**config.mk**
```make
export PLATFORM = sky130hd
export DESIGN_NAME = gray_run_arbiter
export DESIGN_NICKNAME = d
export VERILOG_FILES = /design/src/rtl/gray_run_arbiter.sv
export SDC_FILE = /design/constraint.sdc
export NUM_CORES = 1
export LEC_CHECK = 0
export CORE_AREA = 3 3 51 53
export DETAILED_ROUTE_END_ITERATION = 10
export DIE_AREA = 0 0 54 56
export HOLD_SLACK_MARGIN = 0.12
export PLACE_DENSITY = 0.82
export SYNTH_ARGS = -nofsm -noshare
export SYNTH_HDL_FRONTEND = slang
export SYNTH_SLANG_ARGS = --single-unit
```
**constraint.sdc**
```tcl
create_clock -name clk -period 2.1 [get_ports clk]
set_clock_uncertainty 0.2 [all_clocks]
set_input_delay 0.42 -clock clk [delete_from_list [all_inputs] [get_ports clk]]
set_output_delay 0.42 -clock clk [all_outputs]
set_load 0.05 [all_outputs]
```
**src/rtl/gray_run_arbiter.sv**
```systemverilog
`default_nettype none
// ============================================================================
//  Module   : gray_run_arbiter
//  Purpose  : Two-requester round-robin arbiter and run sequencer for the
//             shared 3-bit gray counter. The granted requester's run length
//             is latched, the counter is cleared for one cycle, then enabled
//             for exactly that many cycles, after which a one-cycle done pulse
//             is issued to the owner. Counter overflows seen while running
//             are tallied in wrap_cnt.
//  Ports    : clk          - rising-edge clock
//             rst_n        - asynchronous active-low reset
//             req0/req1    - run requests
//             len0/len1    - run step counts, sampled only at grant
//             gnt0/gnt1    - owner of the counter (CLEAR, RUN, DONE)
//             done0/done1  - one-cycle run-complete pulse
//             busy         - sequencer is not idle
//             cnt_en       - gray counter enable
//             cnt_clr      - gray counter synchronous clear
//             cnt_value    - gray counter value (monitored only)
//             cnt_overflow - gray counter overflow flag
//             wrap_cnt     - overflows seen in the current or last run
//  Options  : GRAY_ARB_WRAP_CNT_EN - build the wrap tally; when undefined
//             wrap_cnt is tied to zero and cnt_overflow is ignored.
//  Revision : 1.0 - initial release
// ============================================================================
module gray_run_arbiter #(
    parameter int LEN_W = 8
) (
    input  logic             clk,
    input  logic             rst_n,
    input  logic             req0,
    input  logic             req1,
    input  logic [LEN_W-1:0] len0,
    input  logic [LEN_W-1:0] len1,
    output logic             gnt0,
    output logic             gnt1,
    output logic             done0,
    output logic             done1,
    output logic             busy,
    output logic             cnt_en,
    output logic             cnt_clr,
    input  logic [2:0]       cnt_value,
    input  logic             cnt_overflow,
    output logic [LEN_W-1:0] wrap_cnt
);

    localparam logic [LEN_W-1:0] c_ONE = LEN_W'(1);

    typedef enum logic [1:0] {
        S_IDLE  = 2'd0,
        S_CLEAR = 2'd1,
        S_RUN   = 2'd2,
        S_DONE  = 2'd3
    } state_t;

    state_t           r_state;
    state_t           w_state_nxt;
    logic             r_owner;      // 0: requester 0 owns the counter
    logic             r_last;       // last requester granted
    logic [LEN_W-1:0] r_remaining;

    logic w_any_req;
    logic w_win;
    logic w_grant;
    logic w_owner_req;

    assign w_any_req   = req0 | req1;
    // On a tie the requester not granted last wins; otherwise the sole requester.
    assign w_win       = (req0 && req1) ? ~r_last : req1;
    assign w_grant     = (r_state == S_IDLE) && w_any_req;
    assign w_owner_req = r_owner ? req1 : req0;

    // ------------------------------------------------------------------
    // State register
    // ------------------------------------------------------------------
    always_ff @(posedge clk or negedge rst_n) begin
        if (!rst_n) begin
            r_state <= S_IDLE;
        end else begin
            r_state <= w_state_nxt;
        end
    end

    // ------------------------------------------------------------------
    // Next-state logic
    // ------------------------------------------------------------------
    always_comb begin
        w_state_nxt = r_state;
        case (r_state)
            S_IDLE: begin
                if (w_any_req) begin
                    w_state_nxt = S_CLEAR;
                end
            end
            S_CLEAR: begin
                // A zero-length run skips RUN entirely.
                w_state_nxt = (r_remaining == '0) ? S_DONE : S_RUN;
            end
            S_RUN: begin
                // Abort wins over completion: a dropped request never gets done.
                if (!w_owner_req) begin
                    w_state_nxt = S_IDLE;
                end else if (r_remaining == c_ONE) begin
                    w_state_nxt = S_DONE;
                end
            end
            S_DONE: begin
                w_state_nxt = S_IDLE;
            end
            default: begin
                w_state_nxt = S_IDLE;
            end
        endcase
    end

    // ------------------------------------------------------------------
    // Owner, round-robin pointer and remaining step count
    // ------------------------------------------------------------------
    always_ff @(posedge clk or negedge rst_n) begin
        if (!rst_n) begin
            r_owner     <= 1'b0;
            r_last      <= 1'b1;
            r_remaining <= '0;
        end else if (w_grant) begin
            r_owner     <= w_win;
            r_last      <= w_win;
            r_remaining <= w_win ? len1 : len0;
        end else if (r_state == S_RUN) begin
            r_remaining <= r_remaining - c_ONE;
        end
    end

    // ------------------------------------------------------------------
    // Moore outputs, decoded from state and owner only
    // ------------------------------------------------------------------
    assign busy    = (r_state != S_IDLE);
    assign gnt0    = busy && !r_owner;
    assign gnt1    = busy &&  r_owner;
    assign cnt_clr = (r_state == S_CLEAR);
    assign cnt_en  = (r_state == S_RUN);
    assign done0   = (r_state == S_DONE) && !r_owner;
    assign done1   = (r_state == S_DONE) &&  r_owner;

    // ------------------------------------------------------------------
    // Overflow tally
    // ------------------------------------------------------------------
`ifdef GRAY_ARB_WRAP_CNT_EN
    localparam logic [LEN_W-1:0] c_WRAP_MAX = '1;

    logic [LEN_W-1:0] r_wrap_cnt;
    logic             w_unused;

    always_ff @(posedge clk or negedge rst_n) begin
        if (!rst_n) begin
            r_wrap_cnt <= '0;
        end else if (w_grant) begin
            r_wrap_cnt <= '0;
        end else if ((r_state == S_RUN) && cnt_overflow && (r_wrap_cnt != c_WRAP_MAX)) begin
            r_wrap_cnt <= r_wrap_cnt + c_ONE;
        end
    end

    assign wrap_cnt = r_wrap_cnt;
    assign w_unused = ^cnt_value;
`else
    logic w_unused;

    assign wrap_cnt = '0;
    assign w_unused = ^{cnt_value, cnt_overflow};
`endif

endmodule
`default_nettype wire

```
# After elaboration in Yosys (flattened, before gate mapping)
# Index checks and enable logic that the tools add are counted.
[op_classes]
n_reduce_logical = 12
n_eq_ne = 6
addsub = 1
muxes = 10
bitwise_logic = 2
[op_table]
columns = ["operator", "count"]
rows = [
  ["8-bit two-way mux", 3],
  ["8-bit by 1-bit equality test with 1-bit output, second input constant", 1],
  ["8-bit zero test", 1],
  ["2-bit case mux with 4 select lines", 1],
  ["8-bit by 1-bit subtractor with 8-bit output, second input constant", 1],
  ["1-bit logical AND", 6],
  ["2-bit two-way mux", 3],
  ["2-bit equality test, second input constant", 2],
  ["2-bit nonzero test", 2],
  ["1-bit two-way mux", 3],
  ["3-bit by 2-bit inequality test with 1-bit output, second input constant", 1],
  ["2-bit by 1-bit equality test with 1-bit output, second input constant", 1],
  ["2-bit zero test", 1],
  ["2-bit inequality test, second input constant", 1],
  ["2-bit AND reduction", 1],
  ["1-bit zero test", 1],
  ["1-bit inverter", 1],
  ["1-bit bitwise OR", 1],
]
[totals]
out_inout_bits = 15
reg_bits = 12
in_bits = 24
wordCells = 35

# Longest topological paths before layout
[depth]
word_depth = 4
depth_mapped = 6

# Least setup slack after synthesis
# Ideal clock, no wire load.
[synth_timing]
path_type = "register to register"
startpoint = "register r_state[0]"
endpoint = "register r_state[0]"
slack_ns = 0.184
t_arrival_ns = 1.606
stages_incl_launch_ff = 4
n_path_buf = 0
cell_sequence = "dfrtp_1 > nor2b_1 > a21oi_1 > o41ai_1"
[synth_lines]
columns = ["item", "line_no", "text"]
rows = [
  ["from (decl)", "56", "state_t r_state;"],
  ["from (signal assigned)", "80", "r_state <= w_state_nxt;"],
  ["2-bit by 1-bit equality test with 1-bit output", "--", ""],
  ["via cnt_clr", "41", "output logic cnt_clr,"],
  ["2-bit case mux with 4 select lines", "89", "case (r_state)"],
]
# The timed path passes the listed nets, and every way through them passes these cells.
# A chain may end at the register's enable or synchronous reset.

# Worst setup path in the final report
[layout_timing]
startpoint = "register r_state[1]"
endpoint = "output gnt1"
[layout_between]
elab_chain_len = 2
[layout_rtl]
columns = ["item", "line_no", "text"]
rows = [
  ["2-bit nonzero test", "136", "assign busy = (r_state != S_IDLE);"],
  ["1-bit logical AND", "138", "assign gnt1 = busy && r_owner;"],
  ["to (decl)", "36", "output logic gnt1,"],
]
# Every way passes these cells.

==> metrics.csv <==
stage,metric,value,unit
outcome,status,finished clean,
die,die_area,3020,sq um
placed_design,dp.cells,152,
grt,grt_pass1_vias,706,
clock_tree,cts.clk_slew.worst_paths,0.08,ns
critical_path,criticalPathCategory,flop to output pin,
placed_design,post_dp_cell_area,1200,sq um
power,p_per_area,1400,nW/um^2
die,start_util,39.8,%
logic_synthesis,ys_ff_latch,12,
critical_path,crit_fanout,8,
logic_synthesis,synth_seq_area_share,34.6,%
logic_synthesis,synth_ff_type,dfrtp_1,
logic_synthesis,avgSynthCellArea,9.18,sq um
clock_tree,cts_resized,0,
layout,stdcell_count,156,
logic_synthesis,synthCells,95,
timing,setup_tns,0,ns
logic_synthesis,yosysMostFrequentCell,dfrtp_1,
power,p_leak,0.532,nW
layout,nets,156,
placed_design,place.gp.congestion,0.805,
timing,setup_viol,0,
clock_tree,cts_tree,built,
drt,vias,790,
logic_synthesis,synth_cell_types,39,
timing,hold_violations,0,
grt,grt_antenna_before_repair,0,
placed_design,dp_hpwl,1500,um
grt,grt-ovfl-total,0,
layout,fin_area,1220,sq um
clock_tree,cts_buffer_depth,2,
power,ir_drop,0.978,mV
logic_synthesis,synthTopCellsByArea,"dfrtp_1 32%, mux2i_1 8.0%, buf_4 7.7%, ha_1 4.3%, nor2b_1 4.3%",
die,rows,17,
clock_tree,ctsHoldBuffers,0,
die,core-area,2190,sq um
placed_design,port_buffers,26,
clock_tree,htree_num_levels,1,
drt,wirelength,1900,um
logic_synthesis,synth_top_area_share,31.6,%
layout,register_area,302,sq um
layout,antennaDiodeCount,0,
clock_tree,clock_sinks,12,
timing,fmax,528,MHz
layout,fillers,206,
logic_synthesis,synthArstFlopShare,100,%
critical_path,critPathRequiredTime,1.48,ns
timing,worst_pin_slew,0.592,ns
timing,fin_crit_sh,90.2,%
grt,grt.total_usage,13.5,%
critical_path,endpoint_kind,output pin,
die,die_x,54,um
drt,wl_per_cell,12.2,um
drt,initialDrtViolationCount,9,
layout,multi_input_area,509,sq um
logic_synthesis,ys_warn_count,0,
timing,slew_viol_final,0,
layout,final_core_utilization,55.9,%
logic_synthesis,synth_edf_count,0,
clock_tree,cts_made_buffers,3,
worst_hold_path,hold_path.class,flop to flop,
die,die_h,56,um
critical_path,cp.arrival,1.28,ns
clock_tree,ctsRootBufferMaster,clkbuf_4,
critical_path,worstSetupStartpointType,flop,
timing,period_minus_slack,1.90,ns
timing,rsz0062_at_grt,false,
die,ios,39,
grt,grt_pass1_wl,3040,um
logic_synthesis,synth_commonest_cells,"11 x dfrtp_1, 9 x buf_4, 8 x nor2_1",
drt,dr.pass1.iters,4,
grt,grt_max_degree,13,
clock_tree,clkLatencyLatePin,0.27,ns
timing,slew_headroom,60.4,%
logic_synthesis,synthesis.area,872,sq um
layout,area_growth,40.5,%
clock_tree,cts_setup_buffers,0,
drt,viasPerCell,5.06,
layout,drive_above_1_share,18.0,%
run,drv_cap,0,
drt,drc,0,
drt,ant_nets,0,
logic_synthesis,yosys.area.top_type,dfrtp_1,
## path summary, 6_finish.rpt
kind | start | endpoint | slack [ns] | cells past startpoint
max in group asynchronous | rst_n | r_remaining[5] | 0.99 | 1
setup / recovery | r_state[1] | gnt1 | 0.20 | 3
min in group asynchronous | rst_n | r_remaining[3] | 0.32 | 1
hold / removal | r_remaining[5] | r_remaining[5] | 0.30 | 1
setup reg to reg | r_remaining[4] | r_remaining[7] | 0.31 | 4
hold reg to reg | r_remaining[5] | r_remaining[5] | 0.30 | 1
## per-layer routing
layer / wire [um] / up-vias / part of all wire, % / GRT usage [%]
li1: - / 394 / - / -
met1: 816 / 367 / 43 / 16.5
met2: 904 / 27 / 48 / 21.8
met3: 163 / 2 / 8.6 / 3.49
met4: 12 / 0 / 0.63 / 5.34
met5: 0 / - / 0 / 0
## state kept, by name, summed over array words and instances (netlist names)
name and cells:
r_last 1, r_state 2, r_remaining 8, r_owner 1
## stage by stage
step	power, mW	setup WS, ns	hold slack [ns]
finish	1.71	0.205	0.298
floorplan	1.22	0.184	-0.0756
CTS	1.72	0.181	0.293
global placement	1.53	0.0644	0.262
detailed placement	1.56	0.0369	0.277
global route	1.84	0.101	0.296
## worst max-delay path, stage by stage (launching register included)
cell and delay [ns]:
dfrtp_1 0.45, nor2_2 0.29, nor2_1 0.07, buf_4 0.19
## layout make-up
| cell class | instances | share of cell area (%) |
|---|---|---|
| Sequential cell | 12 | 24.6 |
| Inverter | 4 | 1.23 |
| Multi-Input combinational cell | 76 | 41.6 |
| Clock buffer | 4 | 2.15 |
| Timing Repair Buffer | 32 | 27.6 |
| Tap cell | 28 | 2.86 |
## cell families after synthesis
family                   Yosys count  synth area share, %
AO/OA/AOI/OAI                     21                 16.9
multiplexers                       7                 8.03
adder cells (fa/ha/maj)            3                 4.30
other                              1                0.430
flip-flops                        12                 34.6
XOR/XNOR                           2                 2.01
AND/OR/NAND/NOR                   35                 23.7
buffers and inverters             14                 10.0
## power breakdown
group / internal [mW] / switching, mW / total (mW)
combinational: 0.447 / 0.608 / 1.05
clock: 0.0735 / 0.0790 / 0.152
sequential: 0.356 / 0.145 / 0.502
total: 0.876 / 0.833 / 1.71
## layout by cell type (no fill, tap or decap), types with 2 or more instances in the layout
master,instances
nor3_1,5
nor2b_1,6
o211ai_1,3
nor2_1,8
buf_12,4
clkdlybuf4s50_1,19
a21o_1,2
buf_4,9
o21ai_0,3
dfrtp_1,11
mux2i_1,7
nand3_1,2
a21oi_1,2
nand2_1,5
clkbuf_4,3
inv_1,4
conb_1,8
ha_1,3
No activity file was read; power rests on OpenSTA's default activity.
